===== src/rtl/bc_pkg.sv =====
// Shared types and constants for the bulls-and-cows autoplayer.
package bc_pkg;

  typedef enum logic [2:0] {
    ST_IDLE,
    ST_SEEK,
    ST_PRESS,
    ST_GAP,
    ST_WAIT,
    ST_SOLVED,
    ST_FAILED
  } bc_state_e;

  localparam int DIGIT_W = 4;
  localparam int GUESS_W = 4 * DIGIT_W;

  localparam logic [GUESS_W-1:0] FIRST_GUESS = 16'h0123;
  localparam logic [3:0]         WIN_BULLS   = 4'd4;

  function automatic int max3(input int a, input int b, input int c);
    int m;
    m = (a > b) ? a : b;
    return (m > c) ? m : c;
  endfunction

endpackage


===== src/rtl/bc_bcd_incr.sv =====
// Four-digit BCD increment with carry-out, plus a
// flag telling whether all four digits differ.
module bc_bcd_incr
  import bc_pkg::*;
(
  input  logic [GUESS_W-1:0] value,
  output logic [GUESS_W-1:0] next,
  output logic               carry,
  output logic               distinct
);

  always_comb begin
    logic c;
    next = value;
    c    = 1'b1;
    for (int i = 0; i < 4; i++) begin
      if (c) begin
        if (value[i*DIGIT_W +: DIGIT_W] >= DIGIT_W'(9)) begin
          next[i*DIGIT_W +: DIGIT_W] = '0;
        end else begin
          next[i*DIGIT_W +: DIGIT_W] =
            value[i*DIGIT_W +: DIGIT_W] + DIGIT_W'(1);
          c = 1'b0;
        end
      end
    end
    carry = c;
  end

  always_comb begin
    distinct = 1'b1;
    for (int i = 0; i < 4; i++) begin
      for (int j = i + 1; j < 4; j++) begin
        if (value[i*DIGIT_W +: DIGIT_W] ==
            value[j*DIGIT_W +: DIGIT_W])
          distinct = 1'b0;
      end
    end
  end

endmodule


===== src/rtl/bc_autoplayer.sv =====
// Brute-force bulls-and-cows player: walks distinct-digit
// candidates, presses confirm, and waits for the score.
module bc_autoplayer
  import bc_pkg::*;
#(
  parameter int CONFIRM_HOLD   = 2,
  parameter int CONFIRM_GAP    = 2,
  parameter int RESULT_TIMEOUT = 255
) (
  input  logic               clock,
  input  logic               reset,
  input  logic               start,
  input  logic               result_valid,
  input  logic [3:0]         bulls,
  input  logic [3:0]         cows,
  output logic [GUESS_W-1:0] guess,
  output logic               confirm,
  output logic               busy,
  output logic               solved,
  output logic               failed,
  output logic [12:0]        attempts
);

  localparam int MAXC =
    max3(CONFIRM_HOLD, CONFIRM_GAP, RESULT_TIMEOUT);
  localparam int TW = $clog2(MAXC + 1);

  localparam logic [TW-1:0] HOLD_LD = TW'(CONFIRM_HOLD - 1);
  localparam logic [TW-1:0] GAP_LD  = TW'(CONFIRM_GAP - 1);
  localparam logic [TW-1:0] WAIT_LD = TW'(RESULT_TIMEOUT - 1);

  bc_state_e           state;
  logic [TW-1:0]       timer;
  logic [GUESS_W-1:0]  nxt_guess;
  logic                carry;
  logic                distinct;
  logic                win;
  logic                unused_cows;

  assign unused_cows = ^cows;
  assign win = (bulls == WIN_BULLS);

  bc_bcd_incr u_incr (
    .value    (guess),
    .next     (nxt_guess),
    .carry    (carry),
    .distinct (distinct)
  );

  always_ff @(posedge clock or posedge reset) begin
    if (reset) begin
      state    <= ST_IDLE;
      guess    <= FIRST_GUESS;
      confirm  <= 1'b0;
      attempts <= '0;
      timer    <= '0;
    end else begin
      unique case (state)
        ST_IDLE, ST_SOLVED, ST_FAILED: begin
          if (start) begin
            state    <= ST_SEEK;
            guess    <= FIRST_GUESS;
            attempts <= '0;
          end
        end
        ST_SEEK: begin
          if (distinct) begin
            state    <= ST_PRESS;
            confirm  <= 1'b1;
            attempts <= attempts + 13'd1;
            timer    <= HOLD_LD;
          end else if (carry) begin
            state <= ST_FAILED;
          end else begin
            guess <= nxt_guess;
          end
        end
        ST_PRESS: begin
          if (timer == '0) begin
            state   <= ST_GAP;
            confirm <= 1'b0;
            timer   <= GAP_LD;
          end else begin
            timer <= timer - TW'(1);
          end
        end
        ST_GAP: begin
          if (timer == '0) begin
            state <= ST_WAIT;
            timer <= WAIT_LD;
          end else begin
            timer <= timer - TW'(1);
          end
        end
        ST_WAIT: begin
          if (result_valid) begin
            timer <= '0;
            if (win)
              state <= ST_SOLVED;
            else if (carry)
              state <= ST_FAILED;
            else begin
              state <= ST_SEEK;
              guess <= nxt_guess;
            end
          end else if (timer == '0) begin
            state <= ST_FAILED;
          end else begin
            timer <= timer - TW'(1);
          end
        end
        default: begin
          state   <= ST_IDLE;
          confirm <= 1'b0;
        end
      endcase
    end
  end

  assign busy =
    !(state inside {ST_IDLE, ST_SOLVED, ST_FAILED});
  assign solved = (state == ST_SOLVED);
  assign failed = (state == ST_FAILED);

endmodule

===== config.mk =====
export PLATFORM = sky130hd
export DESIGN_NAME = bc_autoplayer
export DESIGN_NICKNAME = d
export VERILOG_FILES = /design/src/rtl/bc_pkg.sv /design/src/rtl/bc_bcd_incr.sv /design/src/rtl/bc_autoplayer.sv
export SDC_FILE = /design/constraint.sdc
export NUM_CORES = 1
export LEC_CHECK = 0
export CAP_MARGIN = 20
export CELL_PAD_IN_SITES_DETAIL_PLACEMENT = 0
export CELL_PAD_IN_SITES_GLOBAL_PLACEMENT = 1
export CORE_UTILIZATION = 40
export CTS_CLUSTER_DIAMETER = 200
export DETAILED_ROUTE_END_ITERATION = 16
export PLACE_DENSITY = 0.74
export SLEW_MARGIN = 10
export SYNTH_ARGS = -nofsm -noshare
export SYNTH_HDL_FRONTEND = slang
export SYNTH_SLANG_ARGS = --single-unit

===== constraint.sdc =====
create_clock -name clock -period 3.1 [get_ports clock]
set_clock_uncertainty 0.1 [all_clocks]
set_input_delay 0.62 -clock clock [delete_from_list [all_inputs] [get_ports clock]]
set_output_delay 0.62 -clock clock [all_outputs]
set_load 0.01 [all_outputs]

After elaboration in Yosys (flattened, before gate mapping)
Index checks and enable logic that the tools add are counted.

Register bits: 41. Input port bits: 12. Output and inout bits: 33. Logic and storage cells: 101.

$add $sub $neg: 6. Order comparisons: 4. Equality and inequality tests: 23. Muxes and demuxes: 48. Bitwise logic cells: 1. Reduce and logical (&&, ||, !) cells: 14.

Operators by type and width (number): $mux 16 (5); $pmux 16 s3 (1); $mux 8 (5); $pmux 8 s4 (1); $mux 4 (7); $mux 3 (9); $mux 13 (2); $pmux 13 s2 (1); $eq 4x4->1 (6); $add 4x1->4 const B (4); $ge 4x4->1 const B (4); $mux 1 (15); $pmux 3 s5 (1); $ne 2x2->1 const B (7); $add 13x1->13 const B (1); $reduce_and 5->1 (2); $eq 3x3->1 const B (3); $ne 3x3->1 const B (3); $reduce_and 3->1 (3); $logic_not 8->1 (1); $sub 8x1->8 const B (1); $eq 3x2->1 const B (2); $reduce_bool 3->1 (2); $reduce_or 5->1 (1); other kinds (9) (9).

Logic depth before layout (Yosys ltp)
Word-level depth: 9. Gate-level depth with buffers: 9. Mapped depth without buffers: 8.

Cells and area by module
Synthesis repeated with hierarchy kept, for this count alone.

Cells, all modules: 390. Area, all modules: 3180.6 sq um.

By module, submodules not included: bc_autoplayer (times used 1, cells an instance 267, area an instance 2290.9 sq um, seq. area each 1031.0 sq um); bc_bcd_incr (times used 1, cells an instance 123, area an instance 889.6 sq um, seq. area each 0.0 sq um).

Worst setup path before layout
Ideal clock, no wire load.

Kind: register to register. From: register guess[5]. To: register guess[14]. Setup time: 0.131 ns. Arrival: 2.296 ns. Data required time: 2.869 ns. Slack: 0.573 ns. Stages on the path, launching flop included: 9. Buffers on the path: 1. Period minus slack after synthesis: 2.527 ns. Path through: dfstp_2 > buf_2 > inv_1 > ha_1 > o31ai_2 > nor4_4 > or3b_4 > o31ai_2 > o31ai_1.

Word-level cells in the longest chain between the ends: 9. Elaborated cells on any way between the ends: 22. Classes of those cells: order compare: 1; eq/ne: 4; mux: 16; reduce/logical: 1.

RTL lines: start, declared (RTL line bc_autoplayer.sv:16) `output logic [GUESS_W-1:0] guess,`; start signal, assigned (RTL line bc_autoplayer.sv:75) `guess <= nxt_guess;`; start signal, assigned (RTL line bc_autoplayer.sv:104) `guess <= nxt_guess;`; $ge 4x4->1 / $eq 4x4->1 (equally long branches) (RTL line bc_bcd_incr.sv:18, bc_bcd_incr.sv:34); $mux 1, on equally long branches (RTL line bc_bcd_incr.sv:18, bc_bcd_incr.sv:34); $mux 1, on equally long branches (2 in series) (RTL line bc_bcd_incr.sv:17, bc_bcd_incr.sv:34); $mux 4 (tied with other cells) (RTL line bc_bcd_incr.sv:17) `if (c) begin`; $mux 16 / $mux 1 (equally long branches) (RTL line bc_autoplayer.sv:72, bc_autoplayer.sv:100, bc_bcd_incr.sv:34); $mux 16 / $mux 1 (equally long branches) (RTL line bc_autoplayer.sv:98, bc_bcd_incr.sv:34); $mux 16 / $ne 2x2->1 (equally long branches); $pmux 16 s3 / $reduce_and 5->1 (equally long branches).

Several ways; a longest one is shown, not always the timed one. The select of a mux whose other input is x is not followed. A chain may end at the register's enable or synchronous reset.

Final worst setup path
From: register state[1]. To: output busy.

Word-level cells in the longest chain between the ends: 3. Elaborated cells on any way between the ends: 5. Classes of those cells: eq/ne: 2; reduce/logical: 3.

RTL lines: start, declared (RTL line bc_autoplayer.sv:32) `bc_state_e state;`; start signal, assigned (RTL line bc_autoplayer.sv:52) `state <= ST_IDLE;`; start signal, assigned (RTL line bc_autoplayer.sv:61) `state <= ST_SEEK;`; start signal, assigned (RTL line bc_autoplayer.sv:68) `state <= ST_PRESS;`; $eq 3x3->1 / $logic_not 3->1 (equally long branches) (RTL line bc_autoplayer.sv:121) `!(state inside {ST_IDLE, ST_SOLVED, ST_FAILED});`; $reduce_bool 3->1 * (RTL line bc_autoplayer.sv:121); $logic_not 1->1 * (RTL line bc_autoplayer.sv:121); end, declared (RTL line bc_autoplayer.sv:18) `output logic busy,`.

Mark *: on every way between the ends. The rest lies on a longest branch, timed or not.

==> results.md <==
## Synth
- sky130_fd_sc_hd__dfrtp_1 — primary flip-flop cell chosen by synthesis mapping
- 41 — register bit count reported by yosys
- 393 — post-synth net total
- 0 — number of flops mapped to enable cells by yosys
- 100% — async set-or-reset flop fraction in the synthesized netlist
- 67 — number of distinct library cells after synthesis
- 31.6% — fraction of the yosys area taken by sequential cells
- 8.91 µm² — average footprint of a synthesized cell
- 3260 µm² — post-synthesis instance area
- 366 — Cells after Synth
- 0 — total of warnings raised by yosys

## Timing
- 0.350 GHz — Achievable Freq
- 0.376 ns — Worst Hold Margin
- 0.245 ns — worst path setup slack after routing
- 51.8% — worst rel slew slack
- 0 — Final Max Tran Viols
- 92.1% — final period utilization
- 2.85 ns — time the final worst path needs with I/O delays and setup
- 0 ns — setup TNS
- 0 — final setup violation count
- 0 — number of failing hold endpoints at the final stage
- false — RSZ-0062 raised after global routing
- 0.718 ns — Worst Max-Slew Pin Slew

## Placement
- 0.853 — routability-driven placement congestion ratio
- 0.347 ns — dpl ws
- 40 — number of buffers inserted by port buffering
- 495 — Post-Place Cells
- 5760 µm — hpwl dp

## Floorplanning
- 8520 µm² — Die Area
- 92.3 µm — die extent in x
- 92.3 µm — Die Ht
- 7810 µm² — area of the core
- 45 — num ports
- 32 — floorplan row count
- 41.8% — effective utilization at floorplan

## Drt
- 127 — number of violations reported at the end of detailed-routing iteration 0
- 5.65 — vias per inst
- 15.7 µm — WL/cell
- 4 — Initial DRT Pass Iterations
- 2,844 — vias
- 7910 µm — final wirelength
- 0 — drt drc
- 0 — count of nets left with antenna violations after detail routing

## Hold path
- attempts[12]$_DFFE_PP0P_ — launch instance of the worst min-delay path
- flip-flop to flip-flop — path category of the worst min-delay check

## Clocking
- 5 — number of buffers created by CTS
- 0.08 ns — clock transition time at the flip-flop clock pins of the worst setup and hold paths
- 0 — buffers inserted during post-CTS setup optimization
- 0 — number of resized instances in the post-cts repair step
- 2 — buffer levels on the longest clock path
- 41 — Sink Count
- 0 — Hold Buf Count CTS
- sky130_fd_sc_hd__clkbuf_8 — CTS root buf
- 2 — H-tree lvl count
- 0.29 ns — clock latency reported for the late side of the worst-skew pair
- yes — clock tree from TritonCTS

## Global route
- 42 — largest net degree at the start of global routing
- 2,737 — vias in the first global route
- 13,700 µm — first-pass GRT wire length
- 20.1% — global-route total usage across every layer
- 0 — aggregate global routing overflow
- 0 — number of antenna violations at the first check in global routing

## Worst setup path
- 2 — combined buffer and inverter count along the critical path
- flip-flop to primary output — Worst Path Class, Setup
- state[1]$_DFFE_PP0P_ — Setup crit start
- 0.75 ns — Critical Path Max Stage Delay
- guess[5]$_DFFE_PP1P_ — reg-to-reg critical path startpoint
- nor2_1, mux2_2, inv_1, clkdlybuf4s50_1 — crit path cell chain
- primary output — Worst setup EP type
- sky130_fd_sc_hd__dfrtp_1 — slowest stage cell, crit path
- flip-flops — dominant delay contributor by cell family on the critical path
- 2.38 ns — Req. time, crit path
- flip-flop — Critical Path Start Type
- 2.13 ns — critical path data arrival time
- 19 — peak fanout along the critical path

## Layout
- 0 — antenna diode count
- 13.5% — ratio of cells with drive above 1 in the final layout
- 427 — final-stage net count
- 503 — number of cells in the finished layout apart from fillers
- 18.5% — growth of design area from synthesis to finish

## Pwr
- 1.63 nW — leakage power
- 855 nW/µm² — Pwr Density
- 0.00331 W — Final Total Pwr
- 577 µV — worst vdd rail ir drop

## Run
- 0 — number of maximum-capacitance constraint violations

## Run status
- complete, no violations — status

[cells by family (layout without fill, tap and decap cells)]
logic type | count (synthesis) | in the layout | share of synthesized area (%)
simple gates | 123 | 123 | 22.8
compound gates | 97 | 97 | 22.1
buf+inv | 54 | 89 | 7.56
flops | 41 | 41 | 31.6
xor+xnor | 26 | 26 | 6.98
fa+ha+maj | 15 | 15 | 5.75
mux | 10 | 10 | 3.18
[stage by stage]
| step | cell area (µm²) | utilization (%) |
|---|---|---|
| 3_5_place_dp | 3750 | 48.0 |
| 2_1_floorplan | 3260 | - |
| 4_1_cts | 3870 | 49.5 |
| 5_1_grt | 3870 | 49.5 |
| 6_report | 3870 | 49.5 |
| 3_3_place_gp | 3750 | 48.0 |
[cell type report]
class,count,area (µm²)
Clock buffer,6,82.6
Clock inverter,2,37.5
Fill cell,783,3940
Inverter,28,105
Multi-Input combinational cell,271,1980
Sequential cell,41,1030
Tap cell,102,128
Timing Repair Buffer,53,498
[power by group]
group	internal, W	switching (W)
Sequential	0.000666	0.000261
Combinational	0.000835	0.00109
Clock	0.000262	0.000198
[routing by layer]
metal	wire, µm	vias to the layer above	global-route usage (%)
met5	0	-	0
met4	76	0	5.08
met3	264	7	2.46
met2	3550	56	31.4
met1	4030	1375	29.3
li1	-	1406	-
[worst register-to-register path: stages, from the launching register on]
cell and delay [ns]:
sky130_fd_sc_hd__dfstp_2 0.65, sky130_fd_sc_hd__inv_1 0.12, sky130_fd_sc_hd__ha_1 0.21, sky130_fd_sc_hd__o31ai_2 0.59
sky130_fd_sc_hd__nor4_4 0.16, sky130_fd_sc_hd__nor2_2 0.38, sky130_fd_sc_hd__nand3_1 0.22, sky130_fd_sc_hd__o41ai_1 0.27
[worst paths after layout]
path / to / slack, ns / cells past startpoint
min in group asynchronous: attempts[12]$_DFFE_PP0P_ / 0.67 / 3
max: busy / 0.25 / 4
max reg2reg: guess[15]$_DFFE_PP0P_ / 0.30 / 7
min reg2reg: attempts[12]$_DFFE_PP0P_ / 0.38 / 1
min: attempts[12]$_DFFE_PP0P_ / 0.38 / 1
max in group asynchronous: guess[5]$_DFFE_PP1P_ / 1.83 / 3
[cell usage after synthesis, types with 4 or more instances]
cell	count	share of area, %
sky130_fd_sc_hd__o21ai_0	11	1.7
sky130_fd_sc_hd__nor3_1	10	1.5
sky130_fd_sc_hd__buf_2	20	3.1
sky130_fd_sc_hd__nand4_1	8	1.5
sky130_fd_sc_hd__inv_1	28	3.2
sky130_fd_sc_hd__ha_1	15	5.8
sky130_fd_sc_hd__a2bb2oi_1	4	1.1
sky130_fd_sc_hd__nor2_1	21	2.4
sky130_fd_sc_hd__a21oi_1	21	3.2
sky130_fd_sc_hd__a22o_1	10	2.7
sky130_fd_sc_hd__and3_1	7	1.3
sky130_fd_sc_hd__o22ai_1	5	0.96
sky130_fd_sc_hd__xnor2_1	9	2.4
sky130_fd_sc_hd__mux2i_1	7	2.1
sky130_fd_sc_hd__dfstp_2	4	3.2
sky130_fd_sc_hd__dfrtp_1	37	28
sky130_fd_sc_hd__xor2_1	17	4.6
sky130_fd_sc_hd__nand2_1	22	2.5
sky130_fd_sc_hd__o31ai_1	9	2.1
sky130_fd_sc_hd__nand3_1	20	3.1
sky130_fd_sc_hd__nand2b_1	4	0.77
[registers in the layout, indices dropped and copies added, names as in the netlist]
register	cells
guess	16
timer	8
state	3
confirm	1
attempts	13
[layout by cell type (no fill, tap or decap), drive strengths merged, types with 3 or more instances in the layout]
master         count
o31ai             12
o21ai             12
a31oi              3
buf               13
inv               28
nand3             21
a22o              10
nor3b              3
and3               7
a211oi             3
dfstp              4
o2bb2ai            3
nand2b             4
nor4               6
nand4              8
clkdlybuf4s50     40
xnor2              9
a21oi             21
ha                15
mux2               3
nand2             22
nor3              12
o22ai              5
or4                3
a2bb2oi            4
xor2              17
or3b               5
clkbuf             6
mux2i              7
dfrtp             37
nor2              24
No activity file was read; power rests on OpenSTA's default activity.
